--- src/rtl/zelda_sprite_pkg.sv ---
// Shared screen geometry, transparency index and pixel types for the sprite path.
// Latency: none (declarations only).
// Backpressure: none (declarations only).
package zelda_sprite_pkg;

   localparam int SCREEN_W = 640;
   localparam int SCREEN_H = 480;

   typedef logic [9:0] coord_t;
   typedef logic [3:0] pal_idx_t;

   localparam pal_idx_t TRANSPARENT_IDX = 4'h0;

endpackage

--- src/rtl/sprite_anim_ctr.sv ---
// Walk-cycle animation counter: picks which stored frame of the sprite is shown.
// Latency: frame_idx updates on the clock edge that samples frame_start.
// Backpressure: none; it advances only on frame_start pulses.
module sprite_anim_ctr #(
   parameter int NUM_FRAMES = 2,
   parameter int ANIM_DIV   = 8,
   parameter int FRAME_W    = (NUM_FRAMES > 1) ? $clog2(NUM_FRAMES) : 1
) (
   input  logic               clk,
   input  logic               reset,
   input  logic               frame_start,
   input  logic               moving,
   output logic [FRAME_W-1:0] frame_idx
);

   localparam int CNT_W = (ANIM_DIV > 1) ? $clog2(ANIM_DIV) : 1;

   logic [CNT_W-1:0] anim_cnt;

   // Once per video frame: hold the idle pose when standing still, otherwise step the walk cycle
   always_ff @(posedge clk) begin
      if (reset) begin
         anim_cnt  <= '0;
         frame_idx <= '0;
      end else if (frame_start) begin
         if (!moving) begin
            anim_cnt  <= '0;
            frame_idx <= '0;
         end else if (anim_cnt == CNT_W'(ANIM_DIV - 1)) begin
            anim_cnt  <= '0;
            frame_idx <= (frame_idx == FRAME_W'(NUM_FRAMES - 1)) ? '0 : frame_idx + FRAME_W'(1);
         end else begin
            anim_cnt  <= anim_cnt + CNT_W'(1);
         end
      end
   end

endmodule

--- src/rtl/sprite_pixel_fetch.sv ---
// Maps the scan position to a sprite ROM address and returns palette index plus hit flag.
// Latency: 3 clocks from the pixel on DrawX/DrawY to pix_index/pix_hit (rom_addr after 1).
// Backpressure: none; the pipeline advances every clock and never stalls.
module sprite_pixel_fetch
   import zelda_sprite_pkg::*;
#(
   parameter int SPR_W      = 16,
   parameter int SPR_H      = 16,
   parameter int NUM_FRAMES = 2,
   parameter int ANIM_DIV   = 8,
   parameter int ADDR_W     = $clog2(NUM_FRAMES * SPR_W * SPR_H)
) (
   input  logic              Clk,
   input  logic              Reset,
   input  logic              frame_start,
   input  logic              moving,
   input  logic              facing_left,
   input  logic [9:0]        sprite_x,
   input  logic [9:0]        sprite_y,
   input  logic [9:0]        DrawX,
   input  logic [9:0]        DrawY,
   output logic [ADDR_W-1:0] rom_addr,
   input  logic [3:0]        rom_q,
   output logic [3:0]        pix_index,
   output logic              pix_hit
);

   localparam int FRAME_W = (NUM_FRAMES > 1) ? $clog2(NUM_FRAMES) : 1;

   coord_t              pos_x;
   coord_t              pos_y;
   logic                face_l;
   logic [FRAME_W-1:0]  frame_idx;

   logic [10:0]         dx;
   logic [10:0]         dy;
   logic [10:0]         col;
   logic                on_screen;
   logic                in1;
   logic [ADDR_W-1:0]   addr_nxt;

   logic                in1_q;
   logic                in2;

   sprite_anim_ctr #(
      .NUM_FRAMES (NUM_FRAMES),
      .ANIM_DIV   (ANIM_DIV),
      .FRAME_W    (FRAME_W)
   ) u_anim (
      .clk         (Clk),
      .reset       (Reset),
      .frame_start (frame_start),
      .moving      (moving),
      .frame_idx   (frame_idx)
   );

   // Position and facing change only at vertical blank so a frame never shows a torn sprite
   always_ff @(posedge Clk) begin
      if (Reset) begin
         pos_x  <= '0;
         pos_y  <= '0;
         face_l <= 1'b0;
      end else if (frame_start) begin
         pos_x  <= sprite_x;
         pos_y  <= sprite_y;
         face_l <= facing_left;
      end
   end

   // Box test and ROM address; negative offsets wrap to large values and so fall outside the box.
   // The on-screen term keeps a sprite parked beyond the visible area from hitting during blanking.
   always_comb begin
      dx        = {1'b0, DrawX} - {1'b0, pos_x};
      dy        = {1'b0, DrawY} - {1'b0, pos_y};
      on_screen = (DrawX < coord_t'(SCREEN_W)) && (DrawY < coord_t'(SCREEN_H));
      in1       = on_screen && (dx < 11'(SPR_W)) && (dy < 11'(SPR_H));
      col       = face_l ? (11'(SPR_W - 1) - dx) : dx;
      addr_nxt  = ADDR_W'(frame_idx) * ADDR_W'(SPR_W * SPR_H)
                + ADDR_W'(dy) * ADDR_W'(SPR_W)
                + ADDR_W'(col);
   end

   // Three-stage fetch: address out, wait for the ROM, then register index and hit together
   always_ff @(posedge Clk) begin
      if (Reset) begin
         rom_addr  <= '0;
         in1_q     <= 1'b0;
         in2       <= 1'b0;
         pix_index <= '0;
         pix_hit   <= 1'b0;
      end else begin
         if (in1) begin
            rom_addr <= addr_nxt;
         end
         in1_q     <= in1;
         in2       <= in1_q;
         pix_index <= rom_q;
         pix_hit   <= in2 && (rom_q != TRANSPARENT_IDX);
      end
   end

endmodule
--- config.mk ---
export PLATFORM = sky130hd
export DESIGN_NAME = sprite_pixel_fetch
export DESIGN_NICKNAME = d
export VERILOG_FILES = /design/src/rtl/zelda_sprite_pkg.sv /design/src/rtl/sprite_anim_ctr.sv /design/src/rtl/sprite_pixel_fetch.sv
export SDC_FILE = /design/constraint.sdc
export NUM_CORES = 1
export LEC_CHECK = 0
export BUFFER_PORTS_ARGS = -buffer_cell sky130_fd_sc_hd__buf_2
export CAP_MARGIN = 20
export CELL_PAD_IN_SITES_DETAIL_PLACEMENT = 1
export CELL_PAD_IN_SITES_GLOBAL_PLACEMENT = 1
export CORE_ASPECT_RATIO = 1.5
export CORE_MARGIN = 10
export CORE_UTILIZATION = 40
export DETAILED_ROUTE_END_ITERATION = 16
export GPL_ROUTABILITY_DRIVEN = 1
export PLACE_DENSITY_LB_ADDON = 0.08
export SLEW_MARGIN = 20
export SYNTH_ARGS = -nofsm -noshare
export SYNTH_HDL_FRONTEND = slang
export SYNTH_SLANG_ARGS = --single-unit
--- constraint.sdc ---
create_clock -name Clk -period 4.3 [get_ports Clk]
set_clock_uncertainty 0.15 [all_clocks]
set_input_delay 0.215 -clock Clk [delete_from_list [all_inputs] [get_ports Clk]]
set_output_delay 0.215 -clock Clk [all_outputs]
set_load 0.1 [all_outputs]
==> results of run 1 <==
[state kept, by name, summed over array words and instances (netlist names)]
register	count
pix_index	4
pos_y	10
face_l	1
pix_hit	1
pos_x	10
in2	1
in1_q	1
rom_addr	9
u_anim.frame_idx	1
u_anim.anim_cnt	3
[per-layer routing]
metal | track usage, % | vias up | wire, um
met1 | 13.52 | 1147 | 2803
met4 | 4.260 | 0 | 95
met3 | 3.581 | 7 | 319
li1 | - | 1252 | -
met2 | 25.66 | 35 | 3842
met5 | 0 | - | 0
[placed cells by master, fill, tap and decap left out, types with 2 or more instances in the layout]
cell type,n
or4_1,3
nor2_1,41
xor2_1,7
nand4_1,3
nor2b_1,17
nand2b_1,8
fa_1,3
o31a_1,2
o22ai_1,2
o21a_1,4
clkbuf_8,5
dlygate4sd3_1,16
nand2_1,9
mux2_4,2
a211oi_1,3
a21oi_1,18
ha_1,29
a31oi_1,2
buf_2,62
xnor2_1,15
nand3_1,4
a21o_1,3
nor3_1,6
mux2_1,6
nor4_1,3
inv_1,35
dfxtp_1,41
or3_1,3
mux2i_1,25
nor3b_1,2
o21ai_0,6
o21ai_1,4
[worst min-delay path: stages]
cell and delay (ns):
buf_2 0.08, mux2i_1 0.06, nor2_1 0.07
[power breakdown]
group	total [mW]	internal (mW)	switching (mW)
Combinational	0.371	0.170	0.201
Sequential	0.402	0.394	0.00855
Clock	0.327	0.174	0.153
Total	1.10	0.737	0.362
[how the worst max path moves through the flow]
stage | to | from | cells past startpoint | slack (ns)
6_report | rom_addr[8] | pos_x[0] | 17 | 0.37
2_1_floorplan | rom_addr[8] | pos_x[0] | 17 | 0.64
3_3_place_gp | rom_addr[8] | DrawX[0] | 19 | 0.44
5_1_grt | rom_addr[8] | pos_x[0] | 17 | 0.07
3_5_place_dp | rom_addr[8] | DrawX[0] | 19 | 0.31
4_1_cts | rom_addr[8] | pos_x[0] | 17 | 0.34
[cell type report]
class,instances,area [um2],share of cell area (%)
sequential,41,820.8,23.93
clock inverter,3,46.29,1.350
inverter,35,131.4,3.831
timing repair buffer,78,470.5,13.72
tap,78,97.59,2.846
multi-input combinational,239,1794,52.32
clock buffer,5,68.82,2.007
[per-stage QoR]
stage	total power [mW]	hold WS, ns	utilization, %
6_report	1.100	0.004423	50.05
5_1_grt	1.182	0.005004	50.05
4_1_cts	1.118	0.0003707	50.05
3_5_place_dp	0.7743	0.2813	46.04
3_3_place_gp	0.7646	0.2691	46.04
2_1_floorplan	0.6851	0.1932	-
[kinds of logic (layout without fill, tap and decap cells)]
group           count (synthesis)  count (layout)
xor+xnor                       22              22
compound gates                 49              49
simple gates                  103             103
flops                          41              41
mux                            33              33
fa+ha+maj                      32              32
buf+inv                        47             121
==> results.sh, run 1 <==
export IMPL_status="finished clean"
export IMPL_required_ns=4.35
export IMPL_cp_common_cell="xnor2_1"
export IMPL_cts_root_buf="clkbuf_8"
export IMPL_holdCritPathClass="in2reg"
export IMPL_cellPowerDensity_nw_per_um2=320.6
export IMPL_path_class="reg2reg"
export IMPL_syn_area_per_cell_um2=8.548
export IMPL_synth_seq_cells=41
export IMPL_ant_nets=0
export IMPL_grt_pass1_vias=2675
export IMPL_synth_cell_type_count=41
export IMPL_grt_pass1_wl_um=11870
export IMPL_maxCapViolCount=0
export IMPL_synthXorXnorAreaFrac_pct=6.893
export IMPL_vias=2441
export IMPL_yosysTopAreaCell="dfxtp_1"
export IMPL_synth_area_um2=2795
export IMPL_cts_hold_buf=16
export IMPL_post_synth_main_area_contributors="dfxtp_1, ha_1, mux2i_1, nor2_1, inv_1"
export IMPL_rr_worst_depth=17
export IMPL_clock_latency_ns=0.31
export IMPL_holdPathEnd="pos_y[5]"
export IMPL_holdPathStages=3
export IMPL_timing_rr_end="rom_addr[8]"
export IMPL_drc=0
export IMPL_power_leakage_nw=1.604
export IMPL_die_w_um=88.26
export IMPL_grtUsageTotal_pct=13.43
export IMPL_r2r_start="pos_x[0]"
export IMPL_dp_cells=455
export IMPL_clk_pin_slew_ns=0.09
export IMPL_grt_max_degree=51
export IMPL_setup_ws_ns=0.3654
export IMPL_place_port_buffers=62
export IMPL_synth_top_family_by_area="simple AND/OR/NAND/NOR gates"
export IMPL_yosysSeqAreaShare_pct=29.36
export IMPL_post_dp_cell_area_um2=3154
export IMPL_setup_tns_ns=0
export IMPL_synth_edf_count=0
export IMPL_cts_setup_buffers=0
export IMPL_final_hold_viol_count=0
export IMPL_grt_antenna_before_repair=0
export IMPL_fillers=868
export IMPL_overflow=0
export IMPL_crit_chain="ha_1 -> inv_1 -> fa_1 -> a21o_1 -> a21o_1 -> xnor2_1 -> nand3_1 -> a31oi_1 -> nor2b_1 -> xnor2_1 -> ha_1 -> ha_1 -> a21oi_1 -> xnor2_1 -> xnor2_1 -> nor2_1 -> mux2_4"
export IMPL_start_kind="flip-flop"
export IMPL_slew_viol_final=0
export IMPL_dp_hpwl_um=5502
export IMPL_critPathBufInv=1
export IMPL_coreArea_um2=6852
export IMPL_dr_first_iter_drc_count=47
export IMPL_netlist_instances=327
export IMPL_cts_max_path_buffers=2
export IMPL_synth_top_area_share_pct=29.36
export IMPL_drive_gt1_share_pct=18.70
export IMPL_fin_cells=479
export IMPL_cts_resized=0
export IMPL_worstPathArrival_ns=3.99
export IMPL_muxShareOfSynthArea_pct=12.44
export IMPL_ys_warn_count=0
export IMPL_ir_worst_vdd_mv=0.1758
export IMPL_syn_num_nets=408
export IMPL_wirelength_um=7059
export IMPL_wl_per_cell_um=14.74
export IMPL_maxSlewHeadroom_pct=41.01
export IMPL_cts_made_buffers=5
export IMPL_vias_per_cell=5.096
export IMPL_slowest_stage="fa_1"
export IMPL_hp_start="sprite_y[5]"
export IMPL_n_antenna_cell=0
export IMPL_tritoncts="yes"
export IMPL_slowest_delay_ns=0.41
export IMPL_synth_main_ff_cell="dfxtp_1"
export IMPL_synthTopCellsByCount="dfxtp_1, nor2_1, inv_1"
export IMPL_gp_congestion=0.8184
export IMPL_num_nets_final=481
export IMPL_rsz0062_at_grt="no"
export IMPL_synth_simple_area_share_pct=18.76
export IMPL_htree_levels=2
export IMPL_die_area_um2=10800
export IMPL_clock_sinks=41
export IMPL_finalSetupViolations=0
export IMPL_start_util_pct=40.80
export IMPL_io_pins=63
export IMPL_synthToLayoutAreaGrowth_pct=22.69
export IMPL_finalCritPeriodShare_pct=91.50
export IMPL_die_y_um=122.4
export IMPL_crit_fanout=3
export IMPL_fmax_mhz=254.2
export IMPL_fp_row_count=37
export IMPL_synth_adder_area_share_pct=15.13
export IMPL_final_cell_area_um2=3430
export IMPL_worst_pin_slew_ns=0.8848
export IMPL_setup_worst_path_end_class="flip-flop"
export IMPL_dr_pass1_iters=4
export IMPL_ff2ff_setup_slack_ns=0.37
export IMPL_synth_compound_gate_area_share_pct=10.97
export IMPL_layout_min_cycle_time_ns=3.935
export IMPL_pre_cts_slack_ns=0.3100
export IMPL_cp_top_family="adder cells"
export IMPL_synth_async_reset_ratio_pct=0
(Power assumes the default switching activity.)
==> inputs of run 2 (changes only) <==
RECOVER_POWER = 50   (was unset)
==> run 2 against run 1 <==
Net effect:
- the run now ends with max-capacitance violations, max-slew violations left
- non-clock buffer count did not move
- flip-flop and latch count is the same
- first-iteration DRC count is the same
- design area about the same
- worst setup slack unchanged
- clock power is essentially flat
- global-route usage unchanged
- sequential share of layout area is essentially flat
- largest power group unchanged
- combinational power barely moved
- count of clock-buffer cells in the layout did not move
- sequential power barely moved
==> results.sh, run 2 (synthesis results as in run 1) <==
export IMPL_rsz0062_at_grt="no"
export IMPL_ir_worst_vdd_mv=0.1758
export IMPL_holdPathStages=3
export IMPL_start_util_pct=40.80
export IMPL_clock_sinks=41
export IMPL_maxCapViolCount=1
export IMPL_worst_pin_slew_ns=1.869
export IMPL_fmax_mhz=254.2
export IMPL_cellPowerDensity_nw_per_um2=321.1
export IMPL_coreArea_um2=6852
export IMPL_intPower_mw=0.7382
export IMPL_rr_worst_depth=17
export IMPL_p_seq_share_pct=36.6
export IMPL_io_pins=63
export IMPL_violations="max-capacitance violations, max-slew violations"
export IMPL_grt_antenna_before_repair=0
export IMPL_die_area_um2=10800
export IMPL_layout_min_cycle_time_ns=3.935
export IMPL_htree_levels=2
export IMPL_cts_resized=0
export IMPL_maxSlewHeadroom_pct=-24.62
export IMPL_setup_worst_path_end_class="flip-flop"
export IMPL_grt_max_degree=51
export IMPL_power_leakage_nw=1.598
export IMPL_slew_viol_final=29
export IMPL_path_class="reg2reg"
export IMPL_cts_root_buf="clkbuf_8"
export IMPL_post_dp_cell_area_um2=3154
export IMPL_clk_pin_slew_ns=0.09
export IMPL_fillers=870
export IMPL_finalCritPeriodShare_pct=91.50
export IMPL_ant_nets=0
export IMPL_wl_per_cell_um=14.73
export IMPL_required_ns=4.35
export IMPL_synthToLayoutAreaGrowth_pct=22.61
export IMPL_die_w_um=88.26
export IMPL_cts_hold_buf=16
export IMPL_largestRegisters="pos_x (10), pos_y (10), rom_addr (9)"
export IMPL_p_comb_share_pct=33.8
export IMPL_drc=0
export IMPL_dp_hpwl_um=5502
export IMPL_worstPathArrival_ns=3.99
export IMPL_switchingPower_mw=0.3622
export IMPL_clockPowerShare_pct=29.7
export IMPL_swShare_pct=32.92
export IMPL_grt_pass1_vias=2675
export IMPL_final_cell_area_um2=3427
export IMPL_final_common_cell="buf_2"
export IMPL_dr_pass1_iters=4
export IMPL_status="complete, but fails checks"
export IMPL_vias_per_cell=5.096
export IMPL_holdCritPathClass="in2reg"
export IMPL_place_port_buffers=62
export IMPL_tritoncts="yes"
export IMPL_grtUsageTotal_pct=13.43
export IMPL_wirelength_um=7058
export IMPL_cts_made_buffers=5
export IMPL_cts_max_path_buffers=2
export IMPL_final_cell_mix="buf_2, nor2_1, dfxtp_1"
export IMPL_dr_first_iter_drc_count=47
export IMPL_crit_fanout=3
export IMPL_overflow=0
export IMPL_n_antenna_cell=0
export IMPL_num_nets_final=481
export IMPL_final_hold_viol_count=0
export IMPL_setup_tns_ns=0
export IMPL_vias=2441
export IMPL_fp_row_count=37
export IMPL_clock_latency_ns=0.31
export IMPL_grt_pass1_wl_um=11870
export IMPL_die_y_um=122.4
export IMPL_start_kind="flip-flop"
export IMPL_drive_gt1_share_pct=18.20
export IMPL_finalSetupViolations=0
export IMPL_gp_congestion=0.8184
export IMPL_cts_setup_buffers=0
==> run 2: stage by stage <==
step	setup WS (ns)	cells	hold WS [ns]	util, %	power, mW
after floorplan	0.6429	327	0.1932	-	0.6851
after global placement	0.4386	455	0.2691	46.04	0.7646
after detailed placement	0.3100	455	0.2813	46.04	0.7743
after CTS	0.3367	479	0.0003707	50.05	1.118
after global routing	0.06705	479	0.005410	50.02	1.183
final	0.3654	479	0.004423	50.02	1.100
==> run 2: worst max-delay path, stage by stage (launching register included) <==
cell and delay, ns:
dfxtp_1 0.34, ha_1 0.16, inv_1 0.06, fa_1 0.41
a21o_1 0.20, a21o_1 0.22, xnor2_1 0.25, nand3_1 0.14
a31oi_1 0.25, nor2b_1 0.09, xnor2_1 0.14, ha_1 0.29
ha_1 0.33, a21oi_1 0.17, xnor2_1 0.15, xnor2_1 0.14
nor2_1 0.06, mux2_4 0.30
==> run 2: power groups by stage <==
stage,Sequential (mW),Combinational (mW),Clock [mW]
final,0.402,0.371,0.327
after global routing,0.405,0.422,0.356
after detailed placement,0.412,0.362,0
after floorplan,0.423,0.262,0
after global placement,0.411,0.354,0
after CTS,0.403,0.376,0.338
==> run 2: routing by layer <==
| layer | wire [um] | track usage [%] | share of wire (%) | vias to the layer above |
|---|---|---|---|---|
| met5 | 0 | 0 | 0 | - |
| met4 | 95 | 4.260 | 1.3 | 0 |
| met3 | 319 | 3.581 | 4.5 | 7 |
| met2 | 3842 | 25.66 | 54 | 35 |
| met1 | 2801 | 13.52 | 40 | 1147 |
| li1 | - | - | - | 1252 |
==> run 2: layout make-up <==
cell class	count	area, um2	share of cell area [%]
clock buffers	5	68.82	2.008
clock inverters	3	46.29	1.351
multi-input cells	239	1794	52.35
inverters	35	131.4	3.834
flip-flops and latches	41	820.8	23.95
repair buffers	78	467.9	13.65
well taps	78	97.59	2.848
==> run 2: final timing paths <==
check,from,endpoint,slack [ns]
min,sprite_y[5],pos_y[5],0.004
max reg2reg,pos_x[0],rom_addr[8],0.37
max,pos_x[0],rom_addr[8],0.37
min reg2reg,in1_q,in2,0.30
